`src/rtl/fetch_unit.sv`:
```
// Instruction fetch stage: owns the PC, keeps one word read outstanding to instruction memory,
// and buffers returned words in a small FIFO that decode drains with a valid/ready handshake.
//
//  state     | meaning
//  S_IDLE    | no read outstanding; waiting for buffer space or a redirect
//  S_REQ     | read outstanding at imem_addr; returned word is kept
//  S_DISCARD | read outstanding at a stale PC; returned word is dropped, then fetch at target_q
module fetch_unit #(
  parameter logic [31:0] RESET_PC   = 32'h0000_0000,
  parameter int          FIFO_DEPTH = 2
) (
  input  logic        clk,
  input  logic        rst,
  output logic        imem_req,
  output logic [31:0] imem_addr,
  input  logic        imem_ack,
  input  logic [31:0] imem_rdata,
  input  logic        branch_en,
  input  logic [31:0] branch_target,
  output logic [31:0] instr,
  output logic [31:0] instr_pc,
  output logic [5:0]  opcode,
  output logic [5:0]  funct,
  output logic        instr_valid,
  input  logic        instr_ready
);

  localparam int PW = $clog2(FIFO_DEPTH);
  localparam int CW = PW + 1;

  typedef enum logic [1:0] {S_IDLE, S_REQ, S_DISCARD} state_e;

  state_e          state_q, state_d;
  logic [31:0]     addr_q, addr_d;
  logic [31:0]     target_q, target_d;
  logic [CW-1:0]   count_q, count_d;
  logic [PW-1:0]   rd_ptr_q, rd_ptr_d;
  logic [PW-1:0]   wr_ptr_q, wr_ptr_d;
  logic [31:0]     instr_mem_q [FIFO_DEPTH];
  logic [31:0]     pc_mem_q    [FIFO_DEPTH];

  logic [31:0]     tgt_aligned;
  logic            push, pop;
  logic [CW-1:0]   count_pop;
  logic            unused_tgt_bits;

  assign tgt_aligned     = {branch_target[31:2], 2'b00};
  assign unused_tgt_bits = ^branch_target[1:0];

  assign imem_req    = (state_q != S_IDLE);
  assign imem_addr   = addr_q;
  assign instr_valid = (count_q != '0);
  assign instr       = instr_mem_q[rd_ptr_q];
  assign instr_pc    = pc_mem_q[rd_ptr_q];
  assign opcode      = instr[31:26];
  assign funct       = instr[5:0];

  // A redirect flushes the buffer, so any pop in the same cycle is meaningless.
  assign pop       = instr_valid & instr_ready & ~branch_en;
  assign push      = (state_q == S_REQ) & imem_ack & ~branch_en;
  assign count_pop = count_q - CW'(pop);

  always_comb begin
    state_d  = state_q;
    addr_d   = addr_q;
    target_d = target_q;
    unique case (state_q)
      S_IDLE: begin
        if (branch_en) begin
          addr_d  = tgt_aligned;
          state_d = S_REQ;
        end else if (count_pop < CW'(FIFO_DEPTH)) begin
          state_d = S_REQ;
        end
      end
      S_REQ: begin
        if (imem_ack) begin
          if (branch_en) begin
            addr_d = tgt_aligned;
          end else begin
            addr_d = addr_q + 32'd4;
            if (count_pop + CW'(1) >= CW'(FIFO_DEPTH)) state_d = S_IDLE;
          end
        end else if (branch_en) begin
          target_d = tgt_aligned;
          state_d  = S_DISCARD;
        end
      end
      S_DISCARD: begin
        if (branch_en) target_d = tgt_aligned;
        if (imem_ack) begin
          addr_d  = branch_en ? tgt_aligned : target_q;
          state_d = S_REQ;
        end
      end
      default: state_d = S_IDLE;
    endcase
  end

  always_comb begin
    if (branch_en) begin
      count_d  = '0;
      rd_ptr_d = '0;
      wr_ptr_d = '0;
    end else begin
      count_d  = count_q + CW'(push) - CW'(pop);
      rd_ptr_d = rd_ptr_q + PW'(pop);
      wr_ptr_d = wr_ptr_q + PW'(push);
    end
  end

  always_ff @(posedge clk) begin
    if (rst) begin
      state_q  <= S_IDLE;
      addr_q   <= RESET_PC;
      target_q <= RESET_PC;
      count_q  <= '0;
      rd_ptr_q <= '0;
      wr_ptr_q <= '0;
      for (int i = 0; i < FIFO_DEPTH; i++) begin
        instr_mem_q[i] <= '0;
        pc_mem_q[i]    <= '0;
      end
    end else begin
      state_q  <= state_d;
      addr_q   <= addr_d;
      target_q <= target_d;
      count_q  <= count_d;
      rd_ptr_q <= rd_ptr_d;
      wr_ptr_q <= wr_ptr_d;
      if (push) begin
        instr_mem_q[wr_ptr_q] <= imem_rdata;
        pc_mem_q[wr_ptr_q]    <= addr_q;
      end
    end
  end

  ack_only_when_requested: assert property (@(posedge clk) disable iff (rst) imem_ack |-> imem_req);

endmodule

```
`config.mk`:
```
export PLATFORM = sky130hd
export DESIGN_NAME = fetch_unit
export DESIGN_NICKNAME = d
export VERILOG_FILES = /design/src/rtl/fetch_unit.sv
export SDC_FILE = /design/constraint.sdc
export NUM_CORES = 1
export LEC_CHECK = 0
export ABC_AREA = 1
export CORE_UTILIZATION = 25
export CTS_CLUSTER_DIAMETER = 80
export DETAILED_ROUTE_END_ITERATION = 6
export HOLD_SLACK_MARGIN = 0.05
export PLACE_DENSITY_LB_ADDON = 0.1
export SYNTH_ARGS = -nofsm -noshare
export SYNTH_HDL_FRONTEND = slang
export SYNTH_SLANG_ARGS = --single-unit
```
`constraint.sdc`:
```
create_clock -name clk -period 9.5 [get_ports clk]
set_input_delay 1.425 -clock clk [delete_from_list [all_inputs] [get_ports clk]]
set_output_delay 1.425 -clock clk [all_outputs]
set_load 0.02 [all_outputs]
```
==> metrics, run 1 <==
GP Congestion about 0.76; First-pass DRT Iterations 5; total CTS buffers 17; maximum vdd drop between 0.1 and 0.15 mV; Resized cells post-CTS 0; setup bufs post-CTS 0; DR iter-0 viols ~500; H-Tree Depth 4; Die H 200 um; Final Hold Fails 0; worst skew pair latency 0.44 ns; CTS Hold Bufs 0; outcome finished, final reports clean; port bufs 176; GRT Total Usage 0.160; flop2flop setup slack 6.24 ns; Antenna Nets Post-Route 0; Root Buffer clkbuf_16; initial antenna violation count 0; Routed WL per cell 16.6 um; crit path max fanout 65; Ports 179; Ys Warns 0; cell area after layout approximately 13,000 um2; syn nets 1,311; Worst Setup End Kind flip-flop; Synth-to-Final Area Change 28.2%; reg2reg start state_q[1]$_SDFFE_PP0P_; largest net degree at the start of global routing 70; Core Rows 72; dpl hpwl a little under 20 mm; area of the core 38,700 um2; Least-Margin Pin Slew 1.01 ns; top-area cell type share of the netlist area 0.391; worst path arrival time 4.10 ns; die area 40,100 um2; layout cells sized above 1 0.0458; max_slew headroom 0.330; vias in the first global route between 8,000 and 9,000; setup violators final 0; CTS sink cnt 198; f_max between 200 and 250 MHz; Slew Viols, Final 0; DP Cell Count 1,863; Finished Layout Cells 1,895; Max clock buf depth 2; leading area contributor after synthesis edfxtp_1; worst hold path class flip-flop to flip-flop; Cells after Synth 1,235; RSZ-0062 raised after global routing no; pwr/cell area ~240 nW/um2; static leakage power between 4 and 5 nW; placed cell areas 12,000 um2; Die X 200 um; Critical Path Start branch_en; syn avg cell area 7.95 um2; Crit Reg-Reg Endpoint instr_mem_q[0][1]$_SDFFCE_PN0P_; setup_tns 0 ns; crit start category primary input; Mapped Area 9820 um2; final worst path period share 0.438; critical path capture point instr_mem_q[1][0]$_SDFFCE_PN0P_; setup ws final 5.34 ns; Netlist cell types 29; Initial Util 0.254; Hold Startpoint target_q[0]$_SDFFE_PP0P_; Fillers 4,112; first-pass GRT wire length 49.2 mm; dpl ws 4.75 ns; grt ovf 0; Yosys reg bits ~200; Via-to-Cell Ratio around 4.5; total wire length 31.5 mm; Seq/Total Area, Yosys 0.534; Final nets 1,440; Worst-path clk slew 0.08 ns; top cells by area, synth edfxtp_1, nand2_1, dfxtp_1; Clock Skews 0.0100 ns; Tmin final 4.16 ns; MaxCap Viol Count 0; DRC 0; cell count of the worst reg-to-reg path 7; via count 8,494; number of diodes 0; CTS tree yes; required time worst endpoint around 9.5 ns; Setup CP Type primary input to flip-flop
-- final cells by class --
class	instances	area [um2]	area share
clock inverter	15	203	0.0161
sequential	198	5250	0.417
multi-input combinational	867	3880	0.308
inverter	93	349	0.0277
clock buffer	17	425	0.0338
timing repair buffer	187	1840	0.146
tap	518	648	0.0515
-- how the worst min path moves through the flow --
stage,to,slack [ns],cells after the start
finish,target_q[0]$_SDFFE_PP0P_,0.45,2
global placement,target_q[1]$_SDFFE_PP0P_,0.43,2
global route,target_q[0]$_SDFFE_PP0P_,0.48,2
detailed placement,target_q[0]$_SDFFE_PP0P_,0.44,2
CTS,target_q[0]$_SDFFE_PP0P_,0.45,2
floorplan,target_q[1]$_SDFFE_PP0P_,0.42,2
-- kinds of logic (layout without fill, tap and decap cells) --
family                     Yosys count  count (layout)  synth area share
and+or+nand+nor                    644             644             0.257
AOI/OAI and AO/OA                  208             208             0.118
DFF                                198             198             0.534
buffers and inverters              170             312            0.0748
xor gates and xnor gates             8               8           0.00713
adders and majority gates            7               7           0.00891
-- routing by layer --
layer  vias up  global-route usage  part of all wire
li1       4283                   -                 -
met1      3962               0.215              0.48
met2       215               0.256              0.46
met3        34              0.0347             0.043
met4         0              0.0495             0.020
met5         -                   0                 0
-- report_power, final --
group | internal [mW] | switching, mW | leakage [nW]
clock | 0.443 | 0.350 | 0.305
combinational | 0.374 | 0.658 | 2.72
sequential | 1.08 | 0.182 | 1.90
total | 1.89 | 1.19 | 4.93
-- metrics by stage --
stage / utilization / hold WS (ns) / power [mW]
2_1_floorplan: - / 0.425 / 1.84
3_3_place_gp: 0.309 / 0.432 / 2.31
3_5_place_dp: 0.309 / 0.437 / 2.32
4_1_cts: 0.325 / 0.449 / 3.12
5_1_grt: 0.325 / 0.482 / 3.27
6_report: 0.325 / 0.452 / 3.08
-- registers in the layout, summed over array words and instances (netlist names) --
name	count
state_q	2
target_q	32
rd_ptr_q	1
pc_mem_q	64
wr_ptr_q	1
count_q	2
instr_mem_q	64
imem_addr	32
-- cell usage after synthesis --
master	instances
inv_2	3
dfxtp_1	70
buf_2	18
a31oi_1	34
nor2_4	5
o22ai_1	2
buf_6	2
a21oi_1	67
and2_1	1
nor3_4	1
clkbuf_8	1
nor2_2	3
nor2_1	175
a22oi_1	1
a211oi_1	29
clkbuf_1	36
o21ai_0	74
xor2_1	8
buf_1	7
nand2_1	423
buf_4	13
inv_1	90
ha_1	7
nand3_1	29
nand2_2	2
o21ai_1	1
nor3_1	4
nand4_1	1
edfxtp_1	128
-- placed cells by master (no fill, tap or decap), types with 5 or more instances in the layout --
cell	count
buf_4	11
clkdlybuf4s50_1	176
nor2_4	5
o21ai_0	74
dfxtp_1	69
nand2_1	420
inv_1	89
nand3_1	28
xor2_1	8
a211oi_1	29
nor2_1	175
ha_1	7
clkbuf_16	17
clkinv_4	5
a31oi_1	34
edfxtp_1	128
a21oi_1	67
-- worst max-delay path: stages --
cell and delay (ns):
clkdlybuf4s50_1 0.45, buf_4 0.45, nor3_1 0.17, nand2_2 0.08
buf_4 0.68, nand2_4 0.76
No activity file was read; power rests on OpenSTA's default activity.
==> run 2: changes to the inputs <==
clock period = 3.9 ns   (was 9.5 ns; I/O delays follow)
==> run 2 against run 1 <==
Against the previous run: hold slack improved by 0.0044 ns; power increased by 140%; non-clock buffer count increased by 4; cell count increased by 0.21%; highest routed layer unchanged.
==> metrics, run 2 (synthesis results as in run 1) <==
outcome finished, final reports clean; die area roughly 40,000 um2; CTS sink cnt 198; Clock Skews 0.0117 ns; Initial Util 0.254; final worst path period share 0.772; vias in the first global route 8,348; worst skew pair latency 0.45 ns; Antenna Nets Post-Route 0; Die H 200 um; total power 7.49 mW; number of diodes 0; CTS Hold Bufs 0; Final nets approximately 1,400; crit path max fanout 34; first-pass GRT wire length 49.0 mm; required time worst endpoint 3.31 ns; cell mode on critical path nand2_1; Ports ~180; Worst path top cell family by delay buffers and inverters; port bufs 176; pwr/cell area 592 nW/um2; setup_tns 0 ns; Via-to-Cell Ratio 4.46; WP buf/inv 3; Slew Viols, Final 0; Setup CP Type flip-flop to output pin; initial antenna violation count 0; Synth-to-Final Area Change 28.7%; Die X 200 um; total CTS buffers 17; H-Tree Depth 4; setup violators final 0; static leakage power 4.96 nW; worst path arrival time 2.42 ns; Resized cells post-CTS 0; GRT Total Usage 0.159; Routed WL per cell roughly 17 um; CP max-delay cell clkdlybuf4s50_1; Worst Setup End Kind output pin; total wire length 31.7 mm; f_max 332 MHz; Least-Margin Pin Slew 0.969 ns; via count 8,462; Worst-path clk slew 0.07 ns; setup bufs post-CTS 0; grt ovf 0; crit-path cells inv_2, buf_12, nand2_1, nand2_1, clkdlybuf4s50_1; Core Rows between 70 and 80; largest net degree at the start of global routing between 60 and 70; maximum vdd drop around 0.27 mV; Tmin final 3.01 ns; Final Hold Fails 0; MaxCap Viol Count 0; biggest regs instr_mem_q: 64 flops, pc_mem_q: 64 flops; most common cell after layout, fill and taps aside nand2_1; dpl hpwl 20.4 mm; layout cells sized above 1 0.0485; max_slew headroom 0.354; DR iter-0 viols between 500 and 600; CTS tree yes; worst hold path class flip-flop to flip-flop; RSZ-0062 raised after global routing no; Root Buffer clkbuf_16; GP Congestion 0.806; crit start category flip-flop; First-pass DRT Iterations 5; Max clock buf depth 2; DRC 0; worst stage delay on the critical path 0.70 ns; most frequent cells in the layout nand2_1, clkdlybuf4s50_1, nor2_1; area of the core between 30,000 and 40,000 um2
==> run 2: layout make-up <==
cell class	instances	area [um2]
fillers	4160	26100
well taps	518	648
inverters	93	349
clock inverters	15	194
multi-input cells	867	3880
repair buffers	191	1900
clock buffers	17	425
flip-flops and latches	198	5250
==> run 2: final timing paths <==
path | from | end | slack (ns) | depth (start not counted)
max | rd_ptr_q$_SDFF_PP0_ | instr_pc[15] | 0.89 | 5
min | target_q[0]$_SDFFE_PP0P_ | target_q[0]$_SDFFE_PP0P_ | 0.46 | 2
max reg2reg | state_q[1]$_SDFFE_PP0P_ | instr_mem_q[1][4]$_SDFFCE_PN0P_ | 1.26 | 7
min reg2reg | target_q[0]$_SDFFE_PP0P_ | target_q[0]$_SDFFE_PP0P_ | 0.46 | 2
==> run 2: tightest hold or removal path: stages (launching register included) <==
cell and delay (ns):
dfxtp_1 0.31, nand2_1 0.06, nor2_1 0.04
==> run 2: metal layers <==
metal,share of wire,global-route usage,vias up
li1,-,-,4281
met1,0.48,0.216,3921
met2,0.45,0.252,221
met3,0.044,0.0332,39
met4,0.022,0.0508,0
met5,0,0,-
==> run 2: report_power, final <==
group	switching (mW)	internal [mW]	total, mW
combinational	1.62	0.916	2.54
sequential	0.432	2.62	3.05
clock	0.869	1.03	1.90
==> run 2: per-stage QoR <==
stage | setup slack [ns] | utilization | instances | hold WS, ns | area, um2
final | 0.891 | 0.326 | 1899 | 0.456 | 12600
after CTS | 0.817 | 0.326 | 1899 | 0.455 | 12600
after floorplan | 0.698 | - | 1235 | 0.425 | 9820
after global placement | 0.989 | 0.310 | 1867 | 0.437 | 12000
after detailed placement | 0.963 | 0.310 | 1867 | 0.442 | 12000
after global routing | 0.732 | 0.326 | 1899 | 0.479 | 12600
